### src/rtl/eprom_wr_seq_pkg.sv
// Shared definitions for the EPROM write sequencer: state encoding, defaults and request record.
package eprom_wr_seq_pkg;

    typedef enum logic [1:0] {
        ST_IDLE  = 2'd0,
        ST_START = 2'd1,
        ST_WAIT  = 2'd2,
        ST_GAP   = 2'd3
    } seq_state_e;

    localparam int DEFAULT_DEPTH   = 4;
    localparam int DEFAULT_TIMEOUT = 31;
    localparam int REQ_W           = 16;

    typedef struct packed {
        logic [7:0] addr;
        logic [7:0] data;
    } req_t;

endpackage

### src/rtl/eprom_req_fifo.sv
// Request FIFO: DEPTH entries of {addr,data}, power-of-two depth so pointers wrap naturally.
module eprom_req_fifo
    import eprom_wr_seq_pkg::*;
#(
    parameter int DEPTH = DEFAULT_DEPTH
) (
    input  logic                     clk,
    input  logic                     rst,
    input  logic                     push_i,
    input  logic [REQ_W-1:0]         push_data_i,
    input  logic                     pop_i,
    output logic [REQ_W-1:0]         pop_data_o,
    output logic                     full_o,
    output logic                     empty_o,
    output logic [$clog2(DEPTH):0]   level_o
);

    localparam int AW = $clog2(DEPTH);
    localparam int LW = AW + 1;

    logic [REQ_W-1:0] mem_q [DEPTH];
    logic [AW-1:0]    wr_ptr_q, wr_ptr_d;
    logic [AW-1:0]    rd_ptr_q, rd_ptr_d;
    logic [LW-1:0]    level_q, level_d;
    logic             push_ok;
    logic             pop_ok;

    assign full_o     = (level_q == LW'(DEPTH));
    assign empty_o    = (level_q == '0);
    assign level_o    = level_q;
    assign pop_data_o = mem_q[rd_ptr_q];

    // A full FIFO refuses the push even if the same cycle pops.
    assign push_ok = push_i && !full_o;
    assign pop_ok  = pop_i && !empty_o;

    always_comb begin
        wr_ptr_d = wr_ptr_q;
        rd_ptr_d = rd_ptr_q;
        level_d  = level_q;
        if (push_ok) begin
            wr_ptr_d = wr_ptr_q + AW'(1);
        end
        if (pop_ok) begin
            rd_ptr_d = rd_ptr_q + AW'(1);
        end
        case ({push_ok, pop_ok})
            2'b10:   level_d = level_q + LW'(1);
            2'b01:   level_d = level_q - LW'(1);
            default: level_d = level_q;
        endcase
    end

    always_ff @(posedge clk) begin
        if (rst) begin
            wr_ptr_q <= '0;
            rd_ptr_q <= '0;
            level_q  <= '0;
        end else begin
            wr_ptr_q <= wr_ptr_d;
            rd_ptr_q <= rd_ptr_d;
            level_q  <= level_d;
        end
    end

    always_ff @(posedge clk) begin
        if (push_ok) begin
            mem_q[wr_ptr_q] <= push_data_i;
        end
    end

endmodule

### src/rtl/eprom_wr_seq.sv
// EPROM write sequencer: buffers requests and hands them one at a time to the serial eprom writer,
// with a one-cycle start pulse, ack timeout and a one-cycle gap between transactions.
module eprom_wr_seq
    import eprom_wr_seq_pkg::*;
#(
    parameter int DEPTH   = DEFAULT_DEPTH,
    parameter int TIMEOUT = DEFAULT_TIMEOUT
) (
    input  logic                     clk,
    input  logic                     rst,
    input  logic                     req_valid,
    output logic                     req_ready,
    input  logic [7:0]               req_addr,
    input  logic [7:0]               req_data,
    output logic                     write_ctrl,
    output logic [7:0]               address,
    output logic [7:0]               data,
    input  logic                     ack,
    output logic                     busy,
    output logic [$clog2(DEPTH):0]   fifo_level,
    output logic                     err_timeout
);

    localparam int CW = $clog2(TIMEOUT + 1);

    seq_state_e       state_q, state_d;
    logic [CW-1:0]    cnt_q, cnt_d;
    logic             wc_q, wc_d;
    logic [7:0]       addr_q, addr_d;
    logic [7:0]       data_q, data_d;
    logic             busy_q, busy_d;
    logic             err_q, err_d;

    logic             fifo_full;
    logic             fifo_empty;
    logic             pop;
    req_t             head;
    req_t             push_rec;

    assign push_rec = '{addr: req_addr, data: req_data};

    eprom_req_fifo #(
        .DEPTH (DEPTH)
    ) u_fifo (
        .clk         (clk),
        .rst         (rst),
        .push_i      (req_valid),
        .push_data_i (push_rec),
        .pop_i       (pop),
        .pop_data_o  (head),
        .full_o      (fifo_full),
        .empty_o     (fifo_empty),
        .level_o     (fifo_level)
    );

    assign req_ready   = !fifo_full;
    assign write_ctrl  = wc_q;
    assign address     = addr_q;
    assign data        = data_q;
    assign busy        = busy_q;
    assign err_timeout = err_q;

    always_comb begin
        state_d = state_q;
        cnt_d   = cnt_q;
        addr_d  = addr_q;
        data_d  = data_q;
        err_d   = err_q;
        pop     = 1'b0;
        case (state_q)
            ST_IDLE: begin
                if (!fifo_empty) begin
                    pop     = 1'b1;
                    addr_d  = head.addr;
                    data_d  = head.data;
                    state_d = ST_START;
                end
            end
            ST_START: begin
                cnt_d   = '0;
                state_d = ST_WAIT;
            end
            ST_WAIT: begin
                // ack takes priority so an ack on the last allowed cycle is a success.
                if (ack) begin
                    state_d = ST_GAP;
                end else if (cnt_q == CW'(TIMEOUT - 1)) begin
                    err_d   = 1'b1;
                    state_d = ST_IDLE;
                end else begin
                    cnt_d = cnt_q + CW'(1);
                end
            end
            ST_GAP: begin
                state_d = ST_IDLE;
            end
            default: begin
                state_d = ST_IDLE;
            end
        endcase
        wc_d   = (state_q == ST_START);
        busy_d = (state_d != ST_IDLE);
    end

    always_ff @(posedge clk) begin
        if (rst) begin
            state_q <= ST_IDLE;
            cnt_q   <= '0;
            wc_q    <= 1'b0;
            addr_q  <= '0;
            data_q  <= '0;
            busy_q  <= 1'b0;
            err_q   <= 1'b0;
        end else begin
            state_q <= state_d;
            cnt_q   <= cnt_d;
            wc_q    <= wc_d;
            addr_q  <= addr_d;
            data_q  <= data_d;
            busy_q  <= busy_d;
            err_q   <= err_d;
        end
    end

endmodule
### config.mk
export PLATFORM = sky130hd
export DESIGN_NAME = eprom_wr_seq
export DESIGN_NICKNAME = d
export VERILOG_FILES = /design/src/rtl/eprom_wr_seq_pkg.sv /design/src/rtl/eprom_req_fifo.sv /design/src/rtl/eprom_wr_seq.sv
export SDC_FILE = /design/constraint.sdc
export NUM_CORES = 1
export LEC_CHECK = 0
export ABC_AREA = 1
export CAP_MARGIN = 20
export CORE_UTILIZATION = 60
export DETAILED_ROUTE_END_ITERATION = 10
export HOLD_SLACK_MARGIN = 0.15
export PLACE_DENSITY = 0.95
export RECOVER_POWER = 25
export REMOVE_ABC_BUFFERS = 1
export SLEW_MARGIN = 20
export SYNTH_ARGS = -nofsm -noshare
export SYNTH_HDL_FRONTEND = slang
export SYNTH_HIERARCHICAL = 1
export SYNTH_SLANG_ARGS = --single-unit
### constraint.sdc
create_clock -name clk -period 6.6 [get_ports clk]
set_clock_uncertainty 0.15 [all_clocks]
set_input_delay 0.99 -clock clk [delete_from_list [all_inputs] [get_ports clk]]
set_output_delay 0.99 -clock clk [all_outputs]
set_load 0.02 [all_outputs]
## Word-level counts from Yosys, hierarchy flattened

Memories as Yosys holds them, arrays and structs flattened. A register that Yosys moved wholly into a read port is not among the register bits.
Index checks and enable logic that the tools add are counted.

- Output and inout port bits: 23
- Word-level logic and storage cells: 49
- Input port bits: 20
- Bits in registers: 17
- Memories: 1
- RAM bits: 64

Memory list:

| name | words | width | rd ports | clocked after memory_dff | wr ports | line | RTL |
|---|---|---|---|---|---|---|---|
| u_fifo.mem_q | 4 | 16 | 1 | 1 | 1 | eprom_req_fifo.sv:21 | `logic [REQ_W-1:0] mem_q [DEPTH];` |

- Mux-type cells: 12
- Equality and inequality tests: 9
- $add $sub $neg: 5
- Reduce and logical (&&, ||, !) cells: 12
- Bitwise gates (word level): 2

Operator list:

| cell | number |
|---|---|
| two-way mux 5 bit | 2 |
| case mux 5 bit (2 select lines) | 1 |
| case mux 2 bit (4 select lines) | 1 |
| equality test 2 bit, second input constant | 3 |
| two-way mux 2 bit | 3 |
| case mux 3 bit (2 select lines) | 1 |
| AND reduction 3 bit | 2 |
| nonzero test 2 bit | 3 |
| adder 5 x 1 -> 5 bit, second input constant | 1 |
| equality test 5 bit, second input constant | 1 |
| adder 2 x 1 -> 2 bit, second input constant | 2 |
| equality test 2 x 1 -> 1 bit, second input constant | 2 |
| two-way mux 1 bit | 4 |
| inequality test 2 bit, second input constant | 2 |
| adder 3 x 1 -> 3 bit, second input constant | 1 |
| equality test 3 bit, second input constant | 1 |
| logical NOT 3 bit | 1 |
| subtractor 3 x 1 -> 3 bit, second input constant | 1 |
| logical AND 1 bit | 2 |
| logical NOT 1 bit | 2 |
| logical NOT 2 bit | 1 |
| NOT 1 bit | 2 |
| AND reduction 2 bit | 1 |

## Logic depth before layout (Yosys ltp)

- Depth after elaboration: 6
- Depth in mapped cells: 16
- Mapped depth without buffers: 15

## By module

The synthesis kept the hierarchy.

Modules (own cells, without submodules):

| module | times used | cells each | area an instance (µm²) | sequential area each (µm²) |
|---|---|---|---|---|
| eprom_req_fifo | 1 | 224 | 2849.0 | 2102.0 |
| eprom_wr_seq | 1 | 142 | 1137.3 | 520.5 |

## Worst setup path before layout

OpenSTA, ideal clock, no wires.

- Path type: register -> register
- From: register u_fifo.level_q[2] (netlist: u_fifo/level_o[2])
- To: register u_fifo.level_q[2] (netlist: u_fifo/level_o[2])
- Arrival time: 2.122 ns
- Path buffers: 1
- Path slack: 4.216 ns
- Required time: 6.337 ns
- Clock period less this slack: 2.384 ns
- Library setup time: 0.113 ns
- Stages on the path, launching flop included: 17
- Cells stage by stage: dfxtp_1 -> inv_1 -> nand2_1 -> inv_1 -> nor2_8 -> buf_6 -> nand2_1 -> inv_1 -> ha_1 -> inv_1 -> fa_1 -> inv_1 -> nand2_1 -> nand3_1 -> nand2_1 -> nand2_1 -> nor2_1

- Longest elaborated chain between the ends: 6
- Elaborated cells on any way between the ends: 14
- Classes of those cells: 2 x add/sub; 3 x eq/ne; 3 x mux; 6 x reduce/logical

RTL lines:

| what | line | RTL |
|---|---|---|
| from (decl) | eprom_req_fifo.sv:24 | `logic [LW-1:0] level_q, level_d;` |
| from (signal assigned) | eprom_req_fifo.sv:62 | `level_q <= level_d;` |
| logical NOT 3 bit (*) | eprom_req_fifo.sv:29 | `assign empty_o = (level_q == '0);` |
| net fifo_empty | eprom_wr_seq.sv:35 | `logic fifo_empty;` |
| two-way mux 1 bit (*) | eprom_wr_seq.sv:72 | `if (!fifo_empty) begin` |
| two-way mux 1 bit (*) | eprom_wr_seq.sv:70 | `case (state_q)` |
| net pop | eprom_wr_seq.sv:36 | `logic pop;` |
| logical AND 1 bit (*) | eprom_req_fifo.sv:35 | `assign pop_ok = pop_i && !empty_o;` |
| net u_fifo.pop_ok | eprom_req_fifo.sv:26 | `logic pop_ok;` |
| equality test 2 x 1 -> 1 bit / equality test 2 bit (equally long branches) | eprom_req_fifo.sv:47 | `case ({push_ok, pop_ok})` |
| case mux 3 bit (2 select lines) / nonzero test 2 bit (equally long branches) | - |  |

Mark *: on every way through the listed nets, which the timed path passes. The rest lies on a longest branch.
A chain may end at the register's enable or synchronous reset.

## Final worst setup path

- From: register u_fifo.level_q[1] (netlist: u_fifo/level_o[1])
- To: output req_ready

- Longest elaborated chain between the ends: 2

RTL lines:

| what | line | RTL |
|---|---|---|
| equality test 3 bit | eprom_req_fifo.sv:28 | `assign full_o = (level_q == LW'(DEPTH));` |
| net fifo_full | eprom_wr_seq.sv:34 | `logic fifo_full;` |
| logical NOT 1 bit | eprom_wr_seq.sv:56 | `assign req_ready = !fifo_full;` |
| to (decl) | eprom_wr_seq.sv:12 | `output logic req_ready,` |

The timed path passes the listed nets, and every way through them passes these cells.

==> impl_metrics.yaml <==
yosys:
  synth_seq_cells: 99
  ys.flop_type: "edfxtp_1"
  ys_top_cells_by_count: "nor2_1 (78), edfxtp_1 (64), o21ai_1 (36)"
  synth_area_um2: 3990
  yosysTopAreaCell: "edfxtp_1"
  synth.top_cell.area_share_pct: 48.2
  synth.most_common_cell: "nor2_1"
  syn_inst: 366
  yosysWarnings: 6
  yosysSeqAreaShare_pct: 65.8
  synth_edf_count: 64
  synth_cell_types: 29
  async_reset_ff_share_pct: 0
  synth_area_leaders: "edfxtp_1 (48%), dfxtp_1 (18%), nor2_1 (7.3%)"
  avgSynthCellArea_um2: 10.9
setup_path:
  cp_data_arrival_time_ns: 1.62
  path_class: "register to primary output"
  end_kind: "primary output"
  crit_top_cell: "inv_1"
  critical_path.cell_chain: "nor2_2 -> nand2_2 -> inv_1 -> inv_1 -> clkdlybuf4s50_1"
  crit_buf_inv: 3
  path_delay_family: "buffers and inverters"
  slowest_stage: "clkdlybuf4s50_1"
  worstRegToRegCells: 15
  crit_path_end: "req_ready"
  slowest_delay_ns: 0.60
  r2r_slack_ns: 4.01
  path_depth: 5
  critPathLaunchType: "register"
  crit_start: "u_fifo/level_o[1]"
  crit_fanout: 4
  required_ns: 5.46
  worstReg2RegEnd: "u_fifo/level_o[2]"
  worstReg2RegStart: "u_fifo/level_o[2]"
worst_hold_path:
  hp-class: "register to register"
global_routing:
  grt_usage_pct: 24.6
  antenna_found_initial: 0
  grt_pass1_vias: 2721
  grt_first_pass_wirelength_um: 12900
  grt_max_degree: 34
  grt_overflow_total: 0
floorplanning:
  io_pins: 43
  initial_utilization_pct: 62.4
  num_rows: 29
  dieWidth_um: 83.5
  die_area_um2: 6970
  die_height_um: 83.5
  core_um2: 6390
clock_tree:
  clockRootBuffer: "clkbuf_8"
  cts.sinks: 99
  postCtsSetupRepairBufs: 0
  clk_pin_slew_ns: 0.10
  cts-resized-gates: 0
  cts_buffer_depth: 2
  cts_made_buffers: 9
  cts_tree: "built"
  clock_latency_ns: 0.37
  hold_buffers: 0
  htreeDepth: 3
sta:
  tightest_slew_ns: 1.11
  fmax_mhz: 362
  rsz0062_at_grt: "false"
  tns_ns: 0
  period_needed_ns: 2.76
  finalHoldViolations: 0
  finalSetupViolations: 0
  drv_slew: 0
  fin_crit_sh_pct: 41.8
  slew_headroom_pct: 26.1
route:
  routed_via_density: 5.72
  firstDrtPassIters: 5
  drc: 0
  dr.first_iter.drc_count: 254
  wirelength_um: 8110
  wl_per_cell_um: 16.5
  ant_nets: 0
  vias: 2816
power_and_ir_drop:
  vdd_drop_max_mv: 0.233
  p_leak_nw: 1.74
  powerDensity_nw_per_um2: 385
final_layout:
  nets: 438
  syn2layout_area_growth_pct: 15.8
  layout-drive-gt1-share_pct: 9.64
  n_antenna_cell: 0
  utilization_pct: 72.3
placement:
  hpwl_um: 5090
  gp_congestion: 0.802
  portBuffers: 42
run:
  max-cap-violations: 0
outcome:
  outcome: "finished clean"
-- cell usage in the layout (no fill, tap or decap) --
cell / count
nor2_1: 78
edfxtp_1: 64
o21ai_1: 36
dfxtp_1: 35
clkdlybuf4s50_1: 30
nand2_1: 28
inv_1: 27
o22ai_1: 16
o21ai_0: 13
a21oi_1: 12
dlygate4sd3_1: 12
nand3_1: 11
clkbuf_8: 9
ha_1: 7
inv_2: 6
nor2_2: 4
buf_4: 4
nand2_4: 3
nand4_1: 3
inv_8: 2
clkinvlp_4: 2
clkinv_4: 2
inv_6: 2
nand2_2: 2
nor2_8: 1
nor2_4: 1
nor3_1: 1
o21ai_2: 1
nand3_4: 1
xnor2_1: 1
fa_1: 1
-- how the worst min path moves through the flow --
stage | from | end | slack [ns] | cells past startpoint
2_1_floorplan | u_fifo/rd_ptr_q[1] | register | 0.31 | 2
3_3_place_gp | err_timeout | err_timeout | 0.30 | 2
3_5_place_dp | err_timeout | err_timeout | 0.32 | 2
4_1_cts | err_timeout | err_timeout | 0.35 | 2
5_1_grt | err_timeout | err_timeout | 0.37 | 2
6_report | err_timeout | err_timeout | 0.34 | 2
-- where the power goes --
group | internal [W] | leakage, nW | switching [W]
Clock | 0.000143 | 0.0884 | 0.000221
Sequential | 0.000756 | 0.875 | 0.0000622
Combinational | 0.000212 | 0.777 | 0.000382
Total | 0.00111 | 1.74 | 0.000665
-- routing by layer --
metal  routed length [um]  part of all wire [%]  global-route usage (%)
met5                    0                     0                       0
met4                  321                   4.0                    16.0
met3                  561                   6.9                    5.93
met2                 4090                    50                    40.9
met1                 3130                    39                    28.7
-- per-stage QoR --
step | power [W] | hold slack, ns | instance area, um^2 | setup WS, ns | instances
global placement | 0.00138 | 0.302 | 4430 | 3.73 | 476
global route | 0.00187 | 0.371 | 4620 | 3.78 | 492
finish | 0.00178 | 0.345 | 4620 | 3.84 | 492
floorplan | 0.00120 | 0.309 | 3880 | 4.26 | 353
CTS | 0.00178 | 0.346 | 4620 | 3.83 | 492
detailed placement | 0.00142 | 0.323 | 4430 | 3.69 | 476
-- state kept, by name (all words and copies together), names as in the netlist, named ones only --
register	flops
u_fifo/mem_q	64
address	8
data	8
cnt_q	5
u_fifo/level_o	3
state_q	2
u_fifo/rd_ptr_q	2
u_fifo/wr_ptr_q	2
busy	1
err_timeout	1
write_ctrl	1
-- layout make-up --
| cell class | count | area [um^2] |
|---|---|---|
| Clock buffer | 9 | 124 |
| Clock inverter | 7 | 61.3 |
| Fill cell | 400 | 1770 |
| Inverter | 34 | 135 |
| Multi-Input combinational cell | 220 | 1130 |
| Sequential cell | 99 | 2620 |
| Tap cell | 77 | 96.3 |
| Timing Repair Buffer | 46 | 450 |
-- tightest hold or removal path: cells and delay by family, from the launching register on --
kind,cells,cell delay [ns]
and+or+nand+nor,2,0.12
DFF,1,0.34
-- logic make-up (layout without fill, tap and decap cells) --
group / Yosys count / count (layout) / synth area share (%)
AO/OA/AOI/OAI: 78 / 78 / 10.4
AND/OR/NAND/NOR: 133 / 133 / 15.0
adder cells (fa/ha/maj): 8 / 8 / 2.70
XOR/XNOR: 1 / 1 / 0.220
flip-flops: 99 / 99 / 65.8
buffers and inverters: 47 / 96 / 5.93
(Power assumes the default switching activity.)
